`config.mk`:
```
export PLATFORM = sky130hd
export DESIGN_NAME = uart_tx_stream
export DESIGN_NICKNAME = d
export VERILOG_FILES = /design/src/rtl/uart_tx_stream.sv
export SDC_FILE = /design/constraint.sdc
export NUM_CORES = 1
export LEC_CHECK = 0
export BUFFER_PORTS_ARGS = -buffer_cell sky130_fd_sc_hd__buf_2
export CAP_MARGIN = 20
export CORE_MARGIN = 1.5
export CORE_UTILIZATION = 45
export CTS_CLUSTER_SIZE = 30
export DETAILED_ROUTE_END_ITERATION = 16
export PLACE_DENSITY = 0.72
export SLEW_MARGIN = 10
export SYNTH_ARGS = -nofsm -noshare
export SYNTH_HDL_FRONTEND = slang
export SYNTH_SLANG_ARGS = --single-unit
```
`constraint.sdc`:
```
create_clock -name clk -period 2.1 [get_ports clk]
set_clock_uncertainty 0.1 [all_clocks]
set_input_delay 0.105 -clock clk [delete_from_list [all_inputs] [get_ports clk]]
set_output_delay 0.105 -clock clk [all_outputs]
set_load 0.01 [all_outputs]
```
`src/rtl/uart_tx_stream.sv`:
```
// -----------------------------------------------------------------------------
// uart_tx_stream
//   UART transmitter. Takes bytes from an on-chip producer over a valid/ready
//   handshake and serialises each one onto tx as an 8N1 / 8N2 frame, or as
//   8E1 / 8O1 (8E2 / 8O2) when parity is compiled in. Bit timing matches the
//   companion receiver (same CLK_FREQ / BAUD), so tx can loop straight back
//   into it.
//
// Build option
//   UART_TX_PARITY_EN  when defined, a parity bit is sent after data bit 7.
//                      PARITY_ODD selects the sense (0 = even, 1 = odd).
//                      When undefined, no parity bit is sent and PARITY_ODD
//                      has no effect.
//
// Parameters
//   CLK_FREQ    system clock, Hz
//   BAUD        line rate, bit/s (CLK_FREQ/BAUD must be >= 2)
//   STOP_BITS   1 or 2
//   PARITY_ODD  0 = even, 1 = odd (parity builds only)
//
// Ports
//   clk         in   system clock, rising edge
//   rst         in   synchronous reset, active high
//   data[7:0]   in   byte to send, sampled on the accept cycle only
//   data_valid  in   producer has a byte on data
//   ready       out  block can take a byte; accept = data_valid && ready
//   tx          out  serial line, idle high, straight from a flop
//   busy        out  frame in progress (cycle after accept .. last stop cycle)
// -----------------------------------------------------------------------------
module uart_tx_stream #(
  parameter int CLK_FREQ   = 50_000_000,
  parameter int BAUD       = 115_200,
  parameter int STOP_BITS  = 1,
  parameter int PARITY_ODD = 0
) (
  input  logic       clk,
  input  logic       rst,
  input  logic [7:0] data,
  input  logic       data_valid,
  output logic       ready,
  output logic       tx,
  output logic       busy
);

  localparam int CLKS_PER_BIT = CLK_FREQ / BAUD;
  localparam int CNT_W        = $clog2(CLKS_PER_BIT);
  localparam logic [CNT_W-1:0] CNT_LAST  = CNT_W'(CLKS_PER_BIT - 1);
  localparam logic             STOP_LAST = 1'(STOP_BITS - 1);

  // Catch unusable configurations at elaboration rather than on the wire.
  if (CLKS_PER_BIT < 2) begin : g_bad_baud
    $error("uart_tx_stream: CLK_FREQ/BAUD must be at least 2");
  end
  if (STOP_BITS != 1 && STOP_BITS != 2) begin : g_bad_stop
    $error("uart_tx_stream: STOP_BITS must be 1 or 2");
  end
  if (PARITY_ODD != 0 && PARITY_ODD != 1) begin : g_bad_par
    $error("uart_tx_stream: PARITY_ODD must be 0 or 1");
  end

  typedef enum logic [2:0] {
    S_IDLE,
    S_START,
    S_DATA,
`ifdef UART_TX_PARITY_EN
    S_PARITY,
`endif
    S_STOP
  } state_t;

  state_t           state_q, state_d;
  logic [CNT_W-1:0] cnt_q,   cnt_d;    // clocks within the current bit
  logic [2:0]       idx_q,   idx_d;    // data bit index, 0..7, holds at 7
  logic             stop_q,  stop_d;   // which stop bit (only moves for 2 stop bits)
  logic [7:0]       shreg_q, shreg_d;  // latched byte, shifted right per data bit
  logic             tx_q,    tx_d;
  logic             ready_q, ready_d;
  logic             busy_q,  busy_d;
  logic             bit_end;
  logic             accept;

`ifdef UART_TX_PARITY_EN
  localparam logic PAR_SENSE = 1'(PARITY_ODD);
  logic par_q, par_d;                  // parity of the latched byte
`endif

  assign accept  = data_valid && ready_q;
  assign bit_end = (cnt_q == CNT_LAST);

  // Next-state logic. tx_d is the line level for the *next* cycle, so every
  // transition also decides the bit that goes out right after the edge; this
  // keeps tx a pure flop output with one cycle of latency from accept.
  always_comb begin
    state_d = state_q;
    cnt_d   = cnt_q;
    idx_d   = idx_q;
    stop_d  = stop_q;
    shreg_d = shreg_q;
    tx_d    = tx_q;
`ifdef UART_TX_PARITY_EN
    par_d   = par_q;
`endif

    // Baud counter free-runs inside a frame and reloads on every bit boundary.
    if (state_q != S_IDLE) begin
      cnt_d = bit_end ? '0 : cnt_q + 1'b1;
    end

    unique case (state_q)
      S_IDLE: begin
        tx_d = 1'b1;
        if (accept) begin
          state_d = S_START;
          shreg_d = data;
          cnt_d   = '0;
          idx_d   = '0;
          stop_d  = 1'b0;
          tx_d    = 1'b0;
`ifdef UART_TX_PARITY_EN
          par_d   = (^data) ^ PAR_SENSE;
`endif
        end
      end

      S_START: begin
        if (bit_end) begin
          state_d = S_DATA;
          tx_d    = shreg_q[0];
        end
      end

      S_DATA: begin
        if (bit_end) begin
          if (idx_q == 3'd7) begin
`ifdef UART_TX_PARITY_EN
            state_d = S_PARITY;
            tx_d    = par_q;
`else
            state_d = S_STOP;
            tx_d    = 1'b1;
`endif
          end else begin
            // shreg_q[1] becomes shreg_d[0]: the next bit goes out now.
            idx_d   = idx_q + 3'd1;
            shreg_d = shreg_q >> 1;
            tx_d    = shreg_q[1];
          end
        end
      end

`ifdef UART_TX_PARITY_EN
      S_PARITY: begin
        if (bit_end) begin
          state_d = S_STOP;
          tx_d    = 1'b1;
        end
      end
`endif

      S_STOP: begin
        tx_d = 1'b1;
        if (bit_end) begin
          if (stop_q == STOP_LAST) begin
            state_d = S_IDLE;
          end else begin
            stop_d = 1'b1;
          end
        end
      end

      default: begin
        state_d = S_IDLE;
        tx_d    = 1'b1;
      end
    endcase

    // Registered handshake/status: both follow the state we are entering,
    // which gives the single guaranteed IDLE cycle with ready=1 after a frame.
    ready_d = (state_d == S_IDLE);
    busy_d  = (state_d != S_IDLE);
  end

  always_ff @(posedge clk) begin
    if (rst) begin
      state_q <= S_IDLE;
      cnt_q   <= '0;
      idx_q   <= '0;
      stop_q  <= 1'b0;
      shreg_q <= '0;
      tx_q    <= 1'b1;
      ready_q <= 1'b0;
      busy_q  <= 1'b0;
`ifdef UART_TX_PARITY_EN
      par_q   <= 1'b0;
`endif
    end else begin
      state_q <= state_d;
      cnt_q   <= cnt_d;
      idx_q   <= idx_d;
      stop_q  <= stop_d;
      shreg_q <= shreg_d;
      tx_q    <= tx_d;
      ready_q <= ready_d;
      busy_q  <= busy_d;
`ifdef UART_TX_PARITY_EN
      par_q   <= par_d;
`endif
    end
  end

  assign ready = ready_q;
  assign tx    = tx_q;
  assign busy  = busy_q;

endmodule

```
**After elaboration in Yosys (flattened, before gate mapping)**

Cells that the tools add are included.

- Input bits: 11
- Output and inout port bits: 3
- Word-level logic and storage cells: 58
- Flip-flop bits (word level): 27

- Reduce and logical (&&, ||, !) cells: 10
- Add/subtract/negate cells: 2
- Mux-type cells: 28
- Equal/unequal tests: 10

Operator list:

| operator | count |
|---|---|
| $mux W9 | 4 |
| $mux W3 | 9 |
| $mux W8 | 3 |
| $pmux W8 S2 | 1 |
| $pmux W3 S4 | 1 |
| $ne A2 B2 Y1 const B | 5 |
| $add A9 B1 Y9 const B | 1 |
| $eq A9 B9 Y1 const B | 1 |
| $mux W1 | 7 |
| $eq A3 B2 Y1 const B | 2 |
| $logic_not A3 Y1 | 2 |
| $pmux W3 S2 | 1 |
| $reduce_bool A3 Y1 | 2 |
| $reduce_and A4 Y1 | 1 |
| $reduce_bool A2 Y1 | 2 |
| $add A3 B1 Y3 const B | 1 |
| $eq A3 B1 Y1 const B | 1 |
| $eq A3 B3 Y1 const B | 1 |
| $pmux W1 S3 | 1 |
| $reduce_and A3 Y1 | 1 |
| $pmux W1 S2 | 1 |
| $reduce_and A2 Y1 | 1 |
| $logic_and A1 B1 Y1 | 1 |

**Longest topological paths before layout**

- Depth in word-level cells: 5
- Gate-level depth with buffers: 8
- Mapped depth without buffers: 6

**Least setup slack after synthesis**

No wires, ideal clock.

- Path kind: register -> register
- From: register cnt_q[1]
- To: register ready_q, in the netlist ready
- Data required time: 1.880 ns
- Path buffers: 2
- Path slack: 0.219 ns
- Library setup time: 0.120 ns
- Period minus slack after synthesis: 1.881 ns
- Cell stages (with the launch flop): 9
- Arrival: 1.661 ns
- Cells stage by stage: dfxtp_1 -> inv_1 -> ha_1 -> and4b_1 -> clkbuf_1 -> and2_1 -> clkbuf_1 -> and3_1 -> o31a_1

- Word-level cells in the longest chain between the ends: 4
- Elaborated cells on any way between the ends: 6
- Those cells by class: 1 x eq/ne; 4 x mux; 1 x reduce/logical

Ends and longest elaborated chain:

| element | RTL line | text |
|---|---|---|
| from (decl) | 72 | `logic [CNT_W-1:0] cnt_q, cnt_d;` |
| from (signal assigned) | 198 | `cnt_q <= cnt_d;` |
| $eq A9 B9 Y1 (*) | 88 | `assign bit_end = (cnt_q == CNT_LAST);` |
| $mux W3, on equally long branches | 162, 126, 133 |  |
| $pmux W3 S4 (*) | 109 | `unique case (state_q)` |
| $logic_not A3 Y1 (*) | 179 | `ready_d = (state_d == S_IDLE);` |
| to (signal assigned) | 203 | `ready_q <= ready_d;` |
| to (decl) | 77 | `logic ready_q, ready_d;` |

Mark *: on every way between the ends. The rest lies on a longest branch, timed or not.
A chain may end at the register's enable or synchronous reset.

**Worst setup path in the final report**

- From: register state_q[0]
- To: register idx_q[0]

- Word-level cells in the longest chain between the ends: 3
- Elaborated cells on any way between the ends: 8
- Those cells by class: 4 x eq/ne; 1 x mux; 3 x reduce/logical

Ends and longest elaborated chain:

| element | RTL line | text |
|---|---|---|
| from (decl) | 71 | `state_t state_q, state_d;` |
| from (signal assigned) | 197 | `state_q <= state_d;` |
| $eq A3 B2 Y1 / $logic_not A3 Y1 (equally long branches) | 109 |  |
| $ne A2 B2 Y1 (no line) / $reduce_bool A2 Y1 (equally long branches) | n/a |  |
| $reduce_and A4 Y1 (no line) | n/a |  |
| to (signal assigned) | 199 | `idx_q <= idx_d;` |
| to (decl) | 73 | `logic [2:0] idx_q, idx_d;` |

Several ways; a longest one is shown, not always the timed one.

==> qor.txt <==
Inserted Clock Buffers = 3
# setup viols final = 0
unrepaired setup endpoints after global routing = no
number of maximum-capacitance violations = 0
# IOs = 14
commonest cells after routing, fill and taps aside = 26 x sky130_fd_sc_hd__dfxtp_1, 25 x sky130_fd_sc_hd__nand2_1, 17 x sky130_fd_sc_hd__o21ai_0, 16 x sky130_fd_sc_hd__a21oi_1, 13 x sky130_fd_sc_hd__buf_2
Critical Path Sink Type = register
drt total wl = 2864 um
Final Hold Violating Endpoints = 0
number of antenna repair diodes = 0
cell count after synthesis = 169
GR Overflow Total = 0
outcome = finished, final reports clean
worst-path fanout max = 11
number of antenna violations at the first check in global routing = 0
switching share of total power = 0.2390
total power consumption of the routed design = 0.0008527 W
core area = 2829 sq um
count of vias placed by the detailed router = 1280
std cell rows = 19
number of global-route vias before repair = 1181
number of buffers added for setup after CTS = 0
signal arrival time at the worst endpoint = 2.09 ns
root buffer selected by CTS = sky130_fd_sc_hd__clkbuf_4
class of the worst hold path = in -> reg
Synth Register Bits = 26
power per unit of standard cell area = 557.7 nW/um^2
global-route wire length before repair = 5099 um
part of the total power dissipated in combinational logic = 0.096
largest stage delay on the critical path = 0.47 ns
TritonCTS clock tree = yes
switching power = 0.0002038 W
Detail Route Antenna Nets = 0
CP Cell Sequence = or3_1 > o22a_1 > or4_1 > a21oi_1
core utilization of the finished layout = 0.5405
internal power component = 0.0006489 W
mean cell area of the mapped netlist = 8.144 sq um
violation count after the first detailed-route iteration = 94
Crit-path slowest cell = sky130_fd_sc_hd__or4_1
static leakage = 0.5762 nW
area overhead of the layout relative to synthesis = 11.09%
peak supply drop = 280.7 uV
CP Class = reg -> reg
Clock Sink Count = 26
Starting Density = 0.4865
type of element launching the critical path = register
final RePlAce weighted congestion = 0.8487
proportion of synthesized chip area in sequential cells = 0.3782
maximum frequency from static timing analysis = 516.2 MHz
post-synth net total = 184
share of post-route cells with drive strength above 1 = 0.1630
hpwl dp = 2083 um
average detailed-routed wire length per instance = 13.32 um
most common cell after layout, fill and taps aside = sky130_fd_sc_hd__dfxtp_1
Chip Height = 58.31 um
die area = 3399 sq um
Syn Std Cell Area = 1376 sq um
maximum buffer depth of the clock tree = 2
count of pins over their slew limit = 0
number of port buffers = 13
required time worst endpoint = 2.25 ns
Die Span X = 58.31 um
DP Cell Count = 210
final-layout setup total negative slack = 0 ns
Hold Buf Count CTS = 1
total global routing track utilization = 0.1848
clock share of power = 0.297
clock transition at the register clock pins on the worst setup and hold paths after CTS = 0.14 ns
number of distinct library cells after synthesis = 43
DRC violation count after routing = 0
yosys synthesis warning count = 0
period utilisation layout = 0.9225
share of total power in sequential cells = 0.607
Final Non-Filler Cells = 215
clk_lat worst skew = 0.32 ns
total of cells resized after clock tree synthesis = 0
maximum number of pins on one net before global-route repair = 23
crit path time final = 1.937 ns
Post-layout nets = 200
post-detailed-route via-to-cell ratio = 5.953
first-pass iteration count of the detailed router = 4
number of H-tree levels = 1
-- layer usage --
metal  vias to the layer above  track usage  share of wire
li1                        647            -              -
met1                       607       0.2368           0.46
met2                        24       0.3323           0.51
met3                         2      0.02418          0.028
met4                         0      0.03654         0.0038
met5                         -            0              0
-- worst paths after layout --
check	slack, ns	cells past startpoint	from	to
worst min-delay path	0.02	4	data[0]	shreg_q[0]$_SDFFE_PP0P_
worst max register to register	0.16	4	state_q[0]$_SDFF_PP0_	idx_q[0]$_SDFFE_PP0P_
worst max-delay path	0.16	4	state_q[0]$_SDFF_PP0_	idx_q[0]$_SDFFE_PP0P_
worst min register to register	0.38	2	shreg_q[6]$_SDFFE_PP0P_	shreg_q[6]$_SDFFE_PP0P_
-- layout make-up --
cell class | instances | area (sq um)
fill | 266 | 1300
inverter | 2 | 7.507
clock buffer | 4 | 36.28
timing repair buffer | 22 | 135.1
sequential | 26 | 520.5
multi-input combinational | 130 | 790.8
tap | 31 | 38.79
-- synthesized netlist by cell type, drive strengths merged --
master | count | share of area
a2111o | 1 | 0.0082
a211o | 7 | 0.045
a211oi | 2 | 0.015
a21oi | 17 | 0.070
a22o | 1 | 0.0064
a31oi | 3 | 0.014
a41oi | 1 | 0.0064
and2 | 1 | 0.0045
and3 | 2 | 0.0091
and4 | 1 | 0.0064
and4b | 1 | 0.0073
and4bb | 1 | 0.0091
buf | 3 | 0.020
clkbuf | 8 | 0.022
conb | 1 | 0.0027
dfxtp | 26 | 0.38
ha | 4 | 0.036
inv | 2 | 0.0055
mux2i | 1 | 0.0073
nand2 | 25 | 0.068
nand3 | 5 | 0.018
nand3b | 2 | 0.011
nand4 | 3 | 0.014
nor2 | 10 | 0.027
nor2b | 1 | 0.0045
nor3 | 5 | 0.018
nor3b | 1 | 0.0091
nor4 | 1 | 0.0045
o21a | 2 | 0.011
o21ai | 17 | 0.062
o22a | 1 | 0.0064
o22ai | 1 | 0.0045
o31a | 2 | 0.013
o41ai | 1 | 0.0064
or2 | 1 | 0.0045
or3 | 2 | 0.0091
or3b | 1 | 0.0064
or4 | 1 | 0.0055
xnor2 | 3 | 0.019
xor2 | 1 | 0.0064
-- critical path, delay by kind of cell (launching register included) --
kind,cells,cell delay [ns]
AND/OR/NAND/NOR,2,0.93
AO/OA/AOI/OAI,2,0.41
flip-flops,1,0.44
-- state kept, by name, indices dropped and copies added (netlist names) --
| signal | flops |
|---|---|
| busy | 1 |
| cnt_q | 9 |
| idx_q | 3 |
| ready | 1 |
| shreg_q | 8 |
| state_q | 3 |
| tx | 1 |
-- kinds of logic (layout without fill, tap and decap cells) --
group,after synthesis,in the layout,share of synthesized area
fa+ha+maj,4,4,0.03637
simple gates,64,64,0.2364
flops,26,26,0.3782
buf+inv,13,28,0.04727
mux,1,1,0.007273
other cells,1,1,0.002725
compound gates,56,56,0.2664
xor+xnor,4,4,0.02546
-- power groups by stage --
stage          Sequential (W)  Clock [W]  Combinational [W]
3_5_place_dp         0.000528          0          0.0000803
3_3_place_gp         0.000527          0          0.0000772
4_1_cts              0.000518   0.000260          0.0000820
5_1_grt              0.000520   0.000286          0.0000928
2_1_floorplan        0.000527          0          0.0000520
6_report             0.000517   0.000253          0.0000821
-- through the flow --
stage	worst slack (ns)	hold slack [ns]	cell area (sq um)
floorplan	0.2189	0.1410	1376
global placement	0.2502	0.2491	1483
detailed placement	0.2247	0.2644	1483
CTS	0.1808	0.01810	1529
global route	0.04916	0.03614	1529
finish	0.1627	0.02146	1529
(Power assumes the default switching activity.)
